--- config.mk ---
export PLATFORM = sky130hd
export DESIGN_NAME = dcache_ctrl
export DESIGN_NICKNAME = d
export VERILOG_FILES = /design/src/rtl/dcache_ctrl.sv
export SDC_FILE = /design/constraint.sdc
export NUM_CORES = 1
export LEC_CHECK = 0
export CORE_AREA = 2 2 342 344
export CTS_CLUSTER_SIZE = 14
export DETAILED_ROUTE_END_ITERATION = 10
export DIE_AREA = 0 0 344 346
export SYNTH_ARGS = -nofsm -noshare
export SYNTH_HDL_FRONTEND = slang
export SYNTH_SLANG_ARGS = --single-unit
--- constraint.sdc ---
create_clock -name clk -period 2.7 [get_ports clk]
set_input_delay 0.405 -clock clk [delete_from_list [all_inputs] [get_ports clk]]
set_output_delay 0.405 -clock clk [all_outputs]
set_load 0.05 [all_outputs]
--- src/rtl/dcache_ctrl.sv ---
// Data-cache controller: decodes MEM-stage loads/stores into SRAM block accesses,
// answers hits in the request cycle, and on a miss stalls, writes back a dirty
// victim, refills the block from memory and replays the access.
module dcache_ctrl #(
  parameter int unsigned TAG_W    = 23,
  parameter int unsigned IDX_W    = 5,
  parameter int unsigned BLK_BITS = 128
) (
  input  logic                   clk,
  input  logic                   rst,
  input  logic                   cpu_ren,
  input  logic                   cpu_wen,
  input  logic [31:0]            cpu_addr,
  input  logic [1:0]             cpu_size,
  input  logic [31:0]            cpu_wdata,
  output logic [31:0]            cpu_rdata,
  output logic                   stall,
  output logic                   misaligned,
  output logic                   sram_en,
  output logic                   sram_wen,
  output logic                   sram_memWen,
  output logic [15:0]            sram_bytesAccess,
  output logic [TAG_W+IDX_W-1:0] sram_blockAddr,
  output logic [BLK_BITS-1:0]    sram_dataIn,
  input  logic                   sram_hit,
  input  logic                   sram_dirtyBit,
  input  logic [BLK_BITS-1:0]    sram_dataOut,
  input  logic [TAG_W-1:0]       sram_victimTag,
  input  logic [BLK_BITS-1:0]    sram_victimData,
  output logic                   mem_req,
  output logic                   mem_we,
  output logic [TAG_W+IDX_W-1:0] mem_addr,
  output logic [BLK_BITS-1:0]    mem_wdata,
  input  logic                   mem_ready,
  input  logic [BLK_BITS-1:0]    mem_rdata,
  output logic [15:0]            hit_cnt,
  output logic [15:0]            miss_cnt
);

  localparam int unsigned BaW = TAG_W + IDX_W;

  typedef enum logic [1:0] {StIdle, StWb, StRefill} state_e;

  state_e                state_q;
  logic [BaW-1:0]        blk_q;
  logic [TAG_W-1:0]      vtag_q;
  logic [BLK_BITS-1:0]   vdata_q;
  logic                  replay_q;
  logic [15:0]           hit_cnt_q;
  logic [15:0]           miss_cnt_q;

  logic                  req;
  logic                  mis;
  logic                  access;
  logic [3:0]            off;
  logic [15:0]           base_mask;

  assign hit_cnt  = hit_cnt_q;
  assign miss_cnt = miss_cnt_q;

  // Request decode: size mask and alignment check.
  always_comb begin
    req = cpu_ren | cpu_wen;
    off = cpu_addr[3:0];
    unique case (cpu_size)
      2'd0:    base_mask = 16'h0001;
      2'd1:    base_mask = 16'h0003;
      default: base_mask = 16'h000F;
    endcase
    mis    = ((cpu_size == 2'd1) && cpu_addr[0]) ||
             (cpu_size[1] && (cpu_addr[1:0] != 2'b00));
    access = req && !mis;
  end

  // Miss FSM, victim/address latches, replay flag and performance counters.
  always_ff @(posedge clk or negedge rst) begin
    if (!rst) begin
      state_q    <= StIdle;
      blk_q      <= '0;
      vtag_q     <= '0;
      vdata_q    <= '0;
      replay_q   <= 1'b0;
      hit_cnt_q  <= '0;
      miss_cnt_q <= '0;
    end else begin
      unique case (state_q)
        StIdle: begin
          if (access) begin
            replay_q <= 1'b0;
            if (sram_hit) begin
              // The lookup right after a refill is the replay, already counted as a miss.
              if (!replay_q) hit_cnt_q <= hit_cnt_q + 16'd1;
            end else begin
              miss_cnt_q <= miss_cnt_q + 16'd1;
              blk_q      <= cpu_addr[31:32-BaW];
              vtag_q     <= sram_victimTag;
              vdata_q    <= sram_victimData;
              state_q    <= sram_dirtyBit ? StWb : StRefill;
            end
          end
        end
        StWb: begin
          if (mem_ready) state_q <= StRefill;
        end
        StRefill: begin
          if (mem_ready) begin
            state_q  <= StIdle;
            replay_q <= 1'b1;
          end
        end
        default: state_q <= StIdle;
      endcase
    end
  end

  // SRAM, memory-bus and pipeline outputs decoded from state and the live request.
  always_comb begin
    cpu_rdata        = req ? sram_dataOut[{off[3:2], 5'b0} +: 32] : 32'h0;
    stall            = 1'b0;
    misaligned       = 1'b0;
    sram_en          = 1'b0;
    sram_wen         = 1'b0;
    sram_memWen      = 1'b0;
    sram_bytesAccess = '0;
    sram_blockAddr   = '0;
    sram_dataIn      = '0;
    mem_req          = 1'b0;
    mem_we           = 1'b0;
    mem_addr         = '0;
    mem_wdata        = '0;
    unique case (state_q)
      StIdle: begin
        if (req) begin
          misaligned = mis;
          if (!mis) begin
            sram_en          = 1'b1;
            sram_blockAddr   = cpu_addr[31:32-BaW];
            sram_dataIn      = {4{cpu_wdata}};
            sram_bytesAccess = cpu_wen ? (base_mask << off) : 16'h0000;
            sram_wen         = cpu_wen && sram_hit;
            stall            = !sram_hit;
          end
        end
      end
      StWb: begin
        stall          = 1'b1;
        sram_blockAddr = blk_q;
        mem_req        = 1'b1;
        mem_we         = 1'b1;
        mem_addr       = {vtag_q, blk_q[IDX_W-1:0]};
        mem_wdata      = vdata_q;
      end
      StRefill: begin
        stall          = 1'b1;
        sram_blockAddr = blk_q;
        sram_dataIn    = mem_rdata;
        mem_req        = 1'b1;
        mem_addr       = blk_q;
        // Install the block in the same cycle the memory answers; mask stays zero.
        if (mem_ready) begin
          sram_en     = 1'b1;
          sram_wen    = 1'b1;
          sram_memWen = 1'b1;
        end
      end
      default: ;
    endcase
  end

endmodule

==> flow_metrics.py, run 1 <==
metrics = {
    "status": {
        "outcome": "finished with violations",
        "violated_checks": "negative setup slack",
    },
    "logic_synthesis": {
        "synth_instances": 1067,
        "synth_enable_flop_cells": 0,
        "syn-num-nets": 1553,
        "yosys_register_bits": 214,
        "synthTopCellsByArea": "sky130_fd_sc_hd__dfrtp_1 (41%), sky130_fd_sc_hd__mux2_4 (18%), sky130_fd_sc_hd__a22o_1 (10%), sky130_fd_sc_hd__and2_1 (6.6%), sky130_fd_sc_hd__mux4_2 (5.5%)",
        "commonest_cells_in_the_synthesized_netlist": "sky130_fd_sc_hd__dfrtp_1 (214), sky130_fd_sc_hd__mux2_4 (160), sky130_fd_sc_hd__a22o_1 (151)",
        "synth_largest_area_cell": "sky130_fd_sc_hd__dfrtp_1",
        "ys_seq_area_share_pct": 41.1,
        "synth_most_common_cell": "sky130_fd_sc_hd__dfrtp_1",
        "synthesis.area_um2": 13000,
        "mean_cell_area_of_the_mapped_netlist_um2": 12.2,
        "async_flop_share_pct": 100,
        "synth_top_flop_cell": "sky130_fd_sc_hd__dfrtp_1",
        "yosys.area.top_type_share_pct": 41.1,
        "synthesis.yosys.warnings": 0,
        "synth.distinct_cells": 45,
    },
    "job": {
        "timing.max_cap.violations": 0,
    },
    "clocking": {
        "ctsLongestPathBuffers": 3,
        "ctsHtreeMaxLevel": 1,
        "clock_latency_reported_for_the_late_side_of_the_worst_skew_pair_ns": 0.61,
        "cts.root.buffer_cell": "sky130_fd_sc_hd__clkbuf_16",
        "clock_tree_from_tritoncts": "done",
        "path_clk_slew_ns": 0.06,
        "tritoncts.num_buffers": 31,
        "clock_sinks": 214,
    },
    "timing": {
        "final-setup-viol-count": 167,
        "final_setup_margin_ns": -0.174,
        "final_slew_violations": 0,
        "final_hold_viol_count": 0,
        "fmax_mhz": 348,
        "final_period_minus_worst_setup_slack_ns": 2.87,
        "post_route_clock_period_utilization_pct": 106,
        "tightest_slew_ns": 0.704,
        "grt_setup_unrepaired": "true",
        "normalized_max_slew_margin_pct": 52.9,
        "clk_skew_ns": 0.0431,
    },
    "route": {
        "drc_errors": 0,
        "num_vias": 13615,
        "wl_met1_mm": 33.2,
        "top_signal_layer_used": "met5",
        "vias_per_cell": 3.79,
        "ant_nets": 0,
        "routedWlPerCell_um": 28.0,
        "dr.pass1.iters": 4,
        "met2WireLength_mm": 50.0,
        "wl_met3_mm": 13.4,
        "detail_route.wirelength_mm": 101,
        "initialDrtViolationCount": 588,
    },
    "worst_setup_path": {
        "setup.worst_path.class": "reg -> out",
        "worstSetupStartpointType": "flip-flop",
        "end_kind": "output port",
        "crit_fanout": 5,
        "reg2reg_setup_slack_ns": 0.17,
        "critical_path_required_ns": 2.30,
        "critical_path_arrival_ns": 2.47,
    },
    "power_and_ir_drop": {
        "power_per_cell_area_nw_per_um2": 1140,
        "p_leak_nw": 13.3,
        "vdd_drop_max_v": 0.000614,
    },
    "cells_and_area": {
        "drive_above_1_share_pct": 48.8,
        "finish.net_count": 2511,
        "number_of_filler_instances_in_the_final_layout": 11749,
        "post-route-cell-area_um2": 31500,
        "areaGrowthSynthToFinish_pct": 142,
    },
    "grt": {
        "vias_in_the_first_global_route": 14105,
        "antenna_violations_before_repair": 119,
        "grt_max_degree": 91,
        "gr-total-overflow": 0,
        "globalRouteTotalUtil_pct": 16.0,
        "grt_first_pass_wirelength_mm": 130,
    },
    "placement": {
        "placed_area_um2": 27600,
        "dp.final_hpwl_mm": 84.2,
        "port_buffers": 878,
        "pre_cts_ws_ns": -0.180,
        "place.gp.congestion": 0.866,
    },
    "floorplan": {
        "floorplan.die.width_um": 344,
        "std_cell_rows": 125,
        "fp.dieArea_um2": 119000,
        "design.portCount": 879,
        "die_height_um": 346,
        "core_region_area_um2": 115000,
        "starting_density_of_the_core_pct": 11.3,
    },
    "worst_hold_path": {
        "min_path_type": "in -> async",
    },
}
## what timing repair did
action                                 in CTS  in global routing
gates cloned                               14                  9
pin swaps                                  62                 53
buffers inserted                           28                 17
setup endpoints to repair                 260                256
endpoints found under the hold margin      60                  0
gates resized for setup                   177                119
hold buffers                                1                  0
## per-stage QoR
| stage | TNS [ns] | util (%) | total power (W) | hold WS (ns) | cells |
|---|---|---|---|---|---|
| after floorplan | 0 | - | 0.0168 | 0.109 | 1067 |
| after global placement | -25.43 | 23.9 | 0.0282 | 0.417 | 3454 |
| after detailed placement | -27.23 | 23.9 | 0.0284 | 0.420 | 3454 |
| after CTS | -29.93 | 26.3 | 0.0351 | 0.325 | 3553 |
| after global routing | -38.56 | 27.2 | 0.0374 | 0.343 | 3579 |
| final | -17.94 | 27.3 | 0.0360 | 0.348 | 3594 |
## layout by cell type, fill, tap and decap left out, drive strengths merged, types with 28 or more instances in the layout
master	instances
a22o	151
dfrtp	214
nor2	51
clkbuf	45
and2	137
a22oi	28
clkdlybuf4s50	506
mux4	32
nor2b	37
xnor2	30
mux2	181
buf	507
## per-layer routing
metal | up-vias | track usage (%)
met5 | - | 0
met4 | 102 | 3.71
met3 | 277 | 9.93
met2 | 675 | 28.6
met1 | 6678 | 15.4
li1 | 5883 | -
## registers in the layout, indices dropped and copies added (netlist names)
register	count
vdata_q	128
state_q	2
miss_cnt	16
blk_q	28
vtag_q	23
hit_cnt	16
replay_q	1
## worst paths after layout
| kind | start | endpoint | depth (start not counted) |
|---|---|---|---|
| min in group clk | sram_victimTag[7] | vtag_q[7] | 2 |
| worst max register to register | state_q[0] | vdata_q[55] | 13 |
| worst min register to register | miss_cnt[15] | miss_cnt[15] | 1 |
| worst max-delay path | state_q[0] | stall | 11 |
| max in group asynchronous | rst | miss_cnt[11] | 3 |
| worst min-delay path | rst | vdata_q[102] | 2 |
## logic make-up after synthesis
| group | Yosys count | share of synthesized area [%] |
|---|---|---|
| adders and majority gates | 6 | 0.577 |
| muxes | 216 | 26.0 |
| DFF | 214 | 41.1 |
| buffers and inverters | 106 | 4.45 |
| xor gates and xnor gates | 30 | 2.02 |
| AOI/OAI and AO/OA | 199 | 12.8 |
| and+or+nand+nor | 296 | 12.9 |
## cell type report
| cell class | count | area, um2 | share of cell area, % |
|---|---|---|---|
| Sequential cell | 214 | 5360 | 17.0 |
| Antenna cell | 21 | 52.6 | 0.167 |
| Timing Repair Buffer | 1023 | 14300 | 45.4 |
| Inverter | 8 | 41.3 | 0.131 |
| Tap cell | 1524 | 1910 | 6.06 |
| Multi-Input combinational cell | 747 | 8700 | 27.6 |
| Clock buffer | 38 | 862 | 2.74 |
| Clock inverter | 19 | 270 | 0.858 |
## critical path, cell delays in order, from the launching register on
cell	delay, ns
sky130_fd_sc_hd__dfrtp_1	0.39
sky130_fd_sc_hd__inv_2	0.08
sky130_fd_sc_hd__ha_4	0.18
sky130_fd_sc_hd__inv_4	0.05
sky130_fd_sc_hd__nor3_4	0.22
sky130_fd_sc_hd__buf_6	0.14
sky130_fd_sc_hd__buf_12	0.13
sky130_fd_sc_hd__buf_12	0.14
sky130_fd_sc_hd__buf_12	0.11
sky130_fd_sc_hd__nand2b_4	0.07
sky130_fd_sc_hd__a21oi_4	0.18
sky130_fd_sc_hd__buf_12	0.16
## power by group
part | total (W) | internal (W) | leakage (nW) | switching (W)
Clock | 0.00454 | 0.00284 | 0.561 | 0.00171
Combinational | 0.0258 | 0.0129 | 10.1 | 0.0129
Sequential | 0.00567 | 0.00466 | 2.60 | 0.00101
Note: power is estimated with default switching activity, not from simulation.
==> run 2: changes to the inputs <==
--- a/config.mk
+++ b/config.mk
@@ -6,6 +6,7 @@
 export NUM_CORES = 1
 export LEC_CHECK = 0
 export CORE_AREA = 2 2 342 344
+export CTS_CLUSTER_DIAMETER = 40
 export CTS_CLUSTER_SIZE = 14
 export DETAILED_ROUTE_END_ITERATION = 10
 export DIE_AREA = 0 0 344 346
==> flow_metrics.py, run 2 (synthesis gave the netlist of run 1 again) <==
metrics = {
    "worst_setup_path": {
        "end_kind": "output port",
        "setup.worst_path.class": "reg -> out",
        "r2r-end": "vdata_q[55]",
        "r2r.worst_path.cells": 10,
        "worstSetupStartpointType": "flip-flop",
        "reg2reg_setup_slack_ns": 0.56,
        "critical_path_arrival_ns": 2.39,
        "crit_fanout": 7,
        "critical_path_required_ns": 2.30,
        "rr_startpoint": "state_q[1]",
    },
    "route": {
        "ant_nets": 0,
        "detail_route.wirelength_mm": 99.1,
        "num_vias": 13488,
        "drc_errors": 0,
        "initialDrtViolationCount": 681,
        "dr.pass1.iters": 4,
        "routedWlPerCell_um": 27.5,
        "vias_per_cell": 3.75,
    },
    "cells_and_area": {
        "drive_above_1_share_pct": 46.4,
        "mostFrequentLayoutCells": "sky130_fd_sc_hd__clkdlybuf4s50_1 (506), sky130_fd_sc_hd__buf_12 (373), sky130_fd_sc_hd__dfrtp_1 (213)",
        "post-route-cell-area_um2": 31200,
        "finish.net_count": 2502,
        "seq_area_um2": 5360,
        "regMostFlops": "vdata_q",
        "layout.cells.most_common": "sky130_fd_sc_hd__clkdlybuf4s50_1",
        "areaGrowthSynthToFinish_pct": 139,
        "finish.utilization_pct": 27.0,
        "largest_register_ff_count": 128,
        "number_of_filler_instances_in_the_final_layout": 11805,
        "final_cell_count_no_fill": 3596,
        "area_of_the_multi_input_gates_um2": 8310,
        "reg_top3": "vdata_q: 128 flops, blk_q: 28 flops, vtag_q: 23 flops",
    },
    "clocking": {
        "tritoncts.num_buffers": 53,
        "clock_sinks": 214,
        "ctsHtreeMaxLevel": 2,
        "ctsLongestPathBuffers": 3,
        "clock_tree_from_tritoncts": "done",
        "cts.root.buffer_cell": "sky130_fd_sc_hd__clkbuf_16",
        "path_clk_slew_ns": 0.04,
        "clock_latency_reported_for_the_late_side_of_the_worst_skew_pair_ns": 0.60,
    },
    "timing": {
        "clk_skew_ns": 0.0208,
        "post_route_clock_period_utilization_pct": 104,
        "final_slew_violations": 0,
        "final_period_minus_worst_setup_slack_ns": 2.80,
        "fmax_mhz": 357,
        "final_setup_margin_ns": -0.0991,
        "grt_setup_unrepaired": "true",
        "holdWs_ns": 0.390,
        "normalized_max_slew_margin_pct": 50.1,
        "final-setup-viol-count": 104,
        "final_hold_viol_count": 0,
        "tightest_slew_ns": 0.747,
    },
    "power_and_ir_drop": {
        "clkPwrFrac_pct": 18.1,
        "power.sequential.fraction_pct": 15.4,
        "intPower_w": 0.0211,
        "switchingPower_w": 0.0156,
        "share_comb_of_total_power_pct": 66.5,
        "vdd_drop_max_v": 0.000588,
        "sw_frac_of_total_pct": 42.5,
        "p_leak_nw": 13.2,
        "power_per_cell_area_nw_per_um2": 1180,
    },
    "floorplan": {
        "design.portCount": 879,
        "die_height_um": 346,
        "fp.dieArea_um2": 119000,
        "floorplan.die.width_um": 344,
        "starting_density_of_the_core_pct": 11.3,
        "std_cell_rows": 125,
        "core_region_area_um2": 115000,
    },
    "placement": {
        "port_buffers": 878,
        "dp.final_hpwl_mm": 84.2,
        "place.gp.congestion": 0.866,
        "placed_area_um2": 27600,
        "pre_cts_ws_ns": -0.180,
        "dpl.cell_count": 3454,
    },
    "job": {
        "timing.max_cap.violations": 0,
    },
    "grt": {
        "vias_in_the_first_global_route": 14024,
        "grt_max_degree": 91,
        "globalRouteTotalUtil_pct": 16.0,
        "grt_first_pass_wirelength_mm": 129,
        "gr-total-overflow": 0,
        "antenna_violations_before_repair": 120,
    },
    "worst_hold_path": {
        "min_path_type": "in -> async",
    },
    "status": {
        "violated_checks": "negative setup slack",
        "outcome": "finished with violations",
    },
}
[run 2: changes by cell type in the layout (fill, tap and decap cells not counted), moves of 12 or more]
cell                        before  now
sky130_fd_sc_hd__a22o_1         22   51
sky130_fd_sc_hd__a22o_4        129  100
sky130_fd_sc_hd__buf_6          27    4
sky130_fd_sc_hd__a22oi_1         1   21
sky130_fd_sc_hd__a22oi_2        27    7
sky130_fd_sc_hd__clkbuf_16      38   58
sky130_fd_sc_hd__buf_4          78   90
[run 2: metal layers]
metal / share of wire [%] / vias to the layer above / global-route usage (%)
li1: - / 5871 / -
met1: 32 / 6492 / 15.1
met2: 49 / 720 / 28.4
met3: 14 / 297 / 10.7
met4: 3.5 / 108 / 3.55
met5: 0.69 / - / 0
[run 2: final cells by class]
cell class	count	area share, %
clock buffers	67	4.79
repair buffers	992	43.8
multi-input cells	747	26.7
diodes	13	0.104
clock inverters	31	1.19
well taps	1524	6.12
inverters	8	0.124
flip-flops and latches	214	17.2
[run 2: per-stage QoR]
| stage | power, W | setup TNS [ns] |
|---|---|---|
| global route | 0.0382 | -21.81 |
| detailed placement | 0.0284 | -27.23 |
| finish | 0.0368 | -3.90 |
| global placement | 0.0282 | -25.43 |
| floorplan | 0.0168 | 0 |
| CTS | 0.0363 | -18.35 |
[run 2: power groups by stage]
stage | clock network, W | logic [W] | registers, W
final | 0.00666 | 0.0244 | 0.00564
after global routing | 0.00703 | 0.0253 | 0.00585
after CTS | 0.00685 | 0.0238 | 0.00559
after detailed placement | 0 | 0.0228 | 0.00562
after global placement | 0 | 0.0227 | 0.00556
after floorplan | 0 | 0.0114 | 0.00546
[run 2: critical path, stage by stage, from the launching register on]
cell and delay, ns:
sky130_fd_sc_hd__dfrtp_2 0.40, sky130_fd_sc_hd__inv_2 0.08, sky130_fd_sc_hd__ha_4 0.17, sky130_fd_sc_hd__buf_4 0.14, sky130_fd_sc_hd__nand2_2 0.07, sky130_fd_sc_hd__or3b_4 0.52
sky130_fd_sc_hd__nor3_4 0.24, sky130_fd_sc_hd__buf_12 0.16
[run 2: how the worst max path moves through the flow]
stage | start | to | slack [ns]
after floorplan | state_q[0] | stall | 0.02
after global placement | cpu_size[1] | sram_bytesAccess[9] | -0.17
after detailed placement | cpu_size[1] | sram_dataIn[46] | -0.18
after CTS | state_q[1] | sram_dataIn[100] | -0.16
after global routing | state_q[1] | sram_dataIn[19] | -0.21
final | state_q[1] | sram_bytesAccess[11] | -0.1
[run 2: repair_timing]
item | 4_1_cts | 5_1_grt
pin swaps | 12 | 21
gates resized for setup | 101 | 101
endpoints found under the hold margin | 60 | 0
hold buffers | 1 | 0
setup endpoints to repair | 247 | 237
cloned | 4 | 3
setup buffers | 12 | 12
==> run 3: changes to the inputs <==
--- a/config.mk
+++ b/config.mk
@@ -5,11 +5,13 @@
 export SDC_FILE = /design/constraint.sdc
 export NUM_CORES = 1
 export LEC_CHECK = 0
-export CORE_AREA = 2 2 342 344
+export CAP_MARGIN = 25
+export CORE_AREA = 2 2 341 343
 export CTS_CLUSTER_DIAMETER = 40
 export CTS_CLUSTER_SIZE = 14
 export DETAILED_ROUTE_END_ITERATION = 10
-export DIE_AREA = 0 0 344 346
+export DIE_AREA = 0 0 343 345
+export DONT_BUFFER_PORTS = 1
 export SYNTH_ARGS = -nofsm -noshare
 export SYNTH_HDL_FRONTEND = slang
 export SYNTH_SLANG_ARGS = --single-unit
==> flow_metrics.py, run 3 (synthesis gave the netlist of run 1 again) <==
metrics = {
    "grt": {
        "antenna_violations_before_repair": 56,
        "grt_first_pass_wirelength_mm": 130,
        "grt_max_degree": 215,
        "grt.met2_usage_pct": 28.0,
        "globalRouteTotalUtil_pct": 16.5,
        "grt_busiest_layer": "met2",
        "gr-total-overflow": 0,
        "met3_usage_pct": 7.32,
        "vias_in_the_first_global_route": 12845,
        "use_met1_pct": 17.1,
    },
    "clocking": {
        "path_clk_slew_ns": 0.05,
        "clock_latency_reported_for_the_late_side_of_the_worst_skew_pair_ns": 0.61,
        "ctsLongestPathBuffers": 3,
        "clock_tree_from_tritoncts": "done",
        "tritoncts.num_buffers": 47,
        "cts_hold_buf": 181,
        "clock_sinks": 214,
        "ctsHtreeMaxLevel": 2,
        "cts.root.buffer_cell": "sky130_fd_sc_hd__clkbuf_16",
    },
    "power_and_ir_drop": {
        "p_leak_nw": 11.3,
        "clkPwrFrac_pct": 16.1,
        "vdd_drop_max_v": 0.000621,
        "sw_frac_of_total_pct": 45.3,
        "power_per_cell_area_nw_per_um2": 1380,
        "power.sequential.fraction_pct": 16.1,
        "share_comb_of_total_power_pct": 67.8,
        "switchingPower_w": 0.0161,
        "fin_total_pwr_w": 0.0357,
        "intPower_w": 0.0195,
    },
    "timing": {
        "final_period_minus_worst_setup_slack_ns": 2.83,
        "fmax_mhz": 354,
        "final_setup_margin_ns": -0.128,
        "clk_skew_ns": 0.0187,
        "final.setup.tns_ns": -6.66,
        "final_hold_viol_count": 214,
        "post_route_clock_period_utilization_pct": 105,
        "holdWs_ns": -0.481,
        "tightest_slew_ns": 0.819,
        "normalized_max_slew_margin_pct": 45.4,
        "final-setup-viol-count": 132,
        "grt_setup_unrepaired": "true",
        "final_slew_violations": 0,
    },
    "floorplan": {
        "std_cell_rows": 125,
        "starting_density_of_the_core_pct": 11.3,
        "fp.dieArea_um2": 118000,
        "core_region_area_um2": 115000,
        "die_height_um": 345,
        "design.portCount": 879,
        "floorplan.die.width_um": 343,
    },
    "cells_and_area": {
        "seq_area_um2": 5360,
        "drive_above_1_share_pct": 59.0,
        "regMostFlops": "vdata_q",
        "area_of_the_multi_input_gates_um2": 8770,
        "mostFrequentLayoutCells": "sky130_fd_sc_hd__dfrtp_1 (214), sky130_fd_sc_hd__buf_12 (204), sky130_fd_sc_hd__dlygate4sd3_1 (181)",
        "layout.cells.most_common": "sky130_fd_sc_hd__dfrtp_1",
        "reg_top3": "vdata_q: 128 flops, blk_q: 28 flops, vtag_q: 23 flops",
        "finish.net_count": 2104,
        "areaGrowthSynthToFinish_pct": 98.8,
        "number_of_filler_instances_in_the_final_layout": 12195,
        "largest_register_ff_count": 128,
    },
    "route": {
        "detail_route.wirelength_mm": 104,
        "ant_nets": 0,
        "initialDrtViolationCount": 779,
        "routedWlPerCell_um": 32.5,
        "dr.pass1.iters": 4,
        "num_vias": 12288,
        "drc_errors": 0,
        "vias_per_cell": 3.83,
    },
    "status": {
        "outcome": "finished with violations",
        "violated_checks": "negative hold slack, negative setup slack",
    },
    "placement": {
        "pre_cts_ws_ns": -0.0851,
        "port_buffers": 0,
        "dp.final_hpwl_mm": 81.6,
        "place.gp.congestion": 1.10,
    },
    "worst_setup_path": {
        "setup.worst_path.class": "reg -> out",
        "critical_path_arrival_ns": 2.42,
        "worstSetupStartpointType": "flip-flop",
        "critical_path_required_ns": 2.30,
        "crit_fanout": 12,
        "end_kind": "output port",
    },
    "worst_hold_path": {
        "min_path_type": "in -> async",
    },
    "job": {
        "timing.max_cap.violations": 0,
    },
}
## run 3: cell types whose count changed in the layout (fill, tap and decap cells not counted), sizes merged
cell	before	now
clkbuf	70	63
bufbuf	2	1
dlygate4sd2	1	0
diode	13	27
inv	8	17
clkdlybuf4s50	506	0
dlygate4sd3	1	181
clkinvlp	7	2
buf	479	410
bufinv	7	3
## run 3: critical path, stage by stage, from the launching register on
cell                      delay (ns)
sky130_fd_sc_hd__dfrtp_1        0.39
sky130_fd_sc_hd__inv_2          0.12
sky130_fd_sc_hd__ha_4           0.18
sky130_fd_sc_hd__inv_4          0.04
sky130_fd_sc_hd__nor3_4         0.14
sky130_fd_sc_hd__buf_12         0.16
sky130_fd_sc_hd__buf_12         0.17
sky130_fd_sc_hd__buf_12         0.12
sky130_fd_sc_hd__buf_16         0.15
sky130_fd_sc_hd__a22o_4         0.16
sky130_fd_sc_hd__buf_12         0.14
## run 3: through the flow
stage / cells / hold WS (ns) / util (%) / instance area (um2)
4_1_cts: 3160 / -0.558 / 21.6 / 24800
5_1_grt: 3199 / -0.524 / 22.5 / 25900
3_5_place_dp: 2852 / 0.122 / 17.0 / 19600
2_1_floorplan: 1067 / 0.109 / - / 13100
6_report: 3206 / -0.481 / 22.5 / 25900
3_3_place_gp: 2852 / 0.118 / 17.0 / 19600
## run 3: final timing paths
check	from	endpoint	slack, ns	cells after the start
max in group asynchronous	rst	hit_cnt[6]	2.79	0
max reg2reg	state_q[0]	vdata_q[55]	0.15	11
min reg2reg	vdata_q[25]	vdata_q[25]	0.48	1
min	rst	vdata_q[105]	-0.48	0
min in group clk	mem_ready	state_q[1]	0.11	2
max	state_q[0]	sram_dataIn[108]	-0.13	10
## run 3: what timing repair did
item | CTS | global route
gates cloned | 14 | 10
hold endpoints to repair | 395 | 214
buffers inserted | 27 | 13
endpoints found under the setup margin | 233 | 273
resized for setup | 217 | 141
pin swaps | 28 | 23
## run 3: layer usage
metal | up-vias | routed length, um
li1 | 5086 | -
met1 | 6195 | 35600
met2 | 769 | 50900
met3 | 224 | 11400
met4 | 14 | 6110
met5 | - | 103
## run 3: area by class of cell
class                      count  share of cell area (%)
multi-input combinational    747                    33.9
timing repair buffer         600                    31.6
sequential                   214                    20.7
tap                         1524                    7.37
clock buffer                  55                    4.78
clock inverter                31                    1.29
antenna                       27                   0.261
inverter                       8                   0.140
## run 3: power by group through the flow
stage | Sequential, W | Clock (W) | Combinational, W
global route | 0.00590 | 0.00610 | 0.0249
global placement | 0.00560 | 0 | 0.0205
finish | 0.00573 | 0.00575 | 0.0242
floorplan | 0.00546 | 0 | 0.0114
detailed placement | 0.00565 | 0 | 0.0206
CTS | 0.00564 | 0.00594 | 0.0232
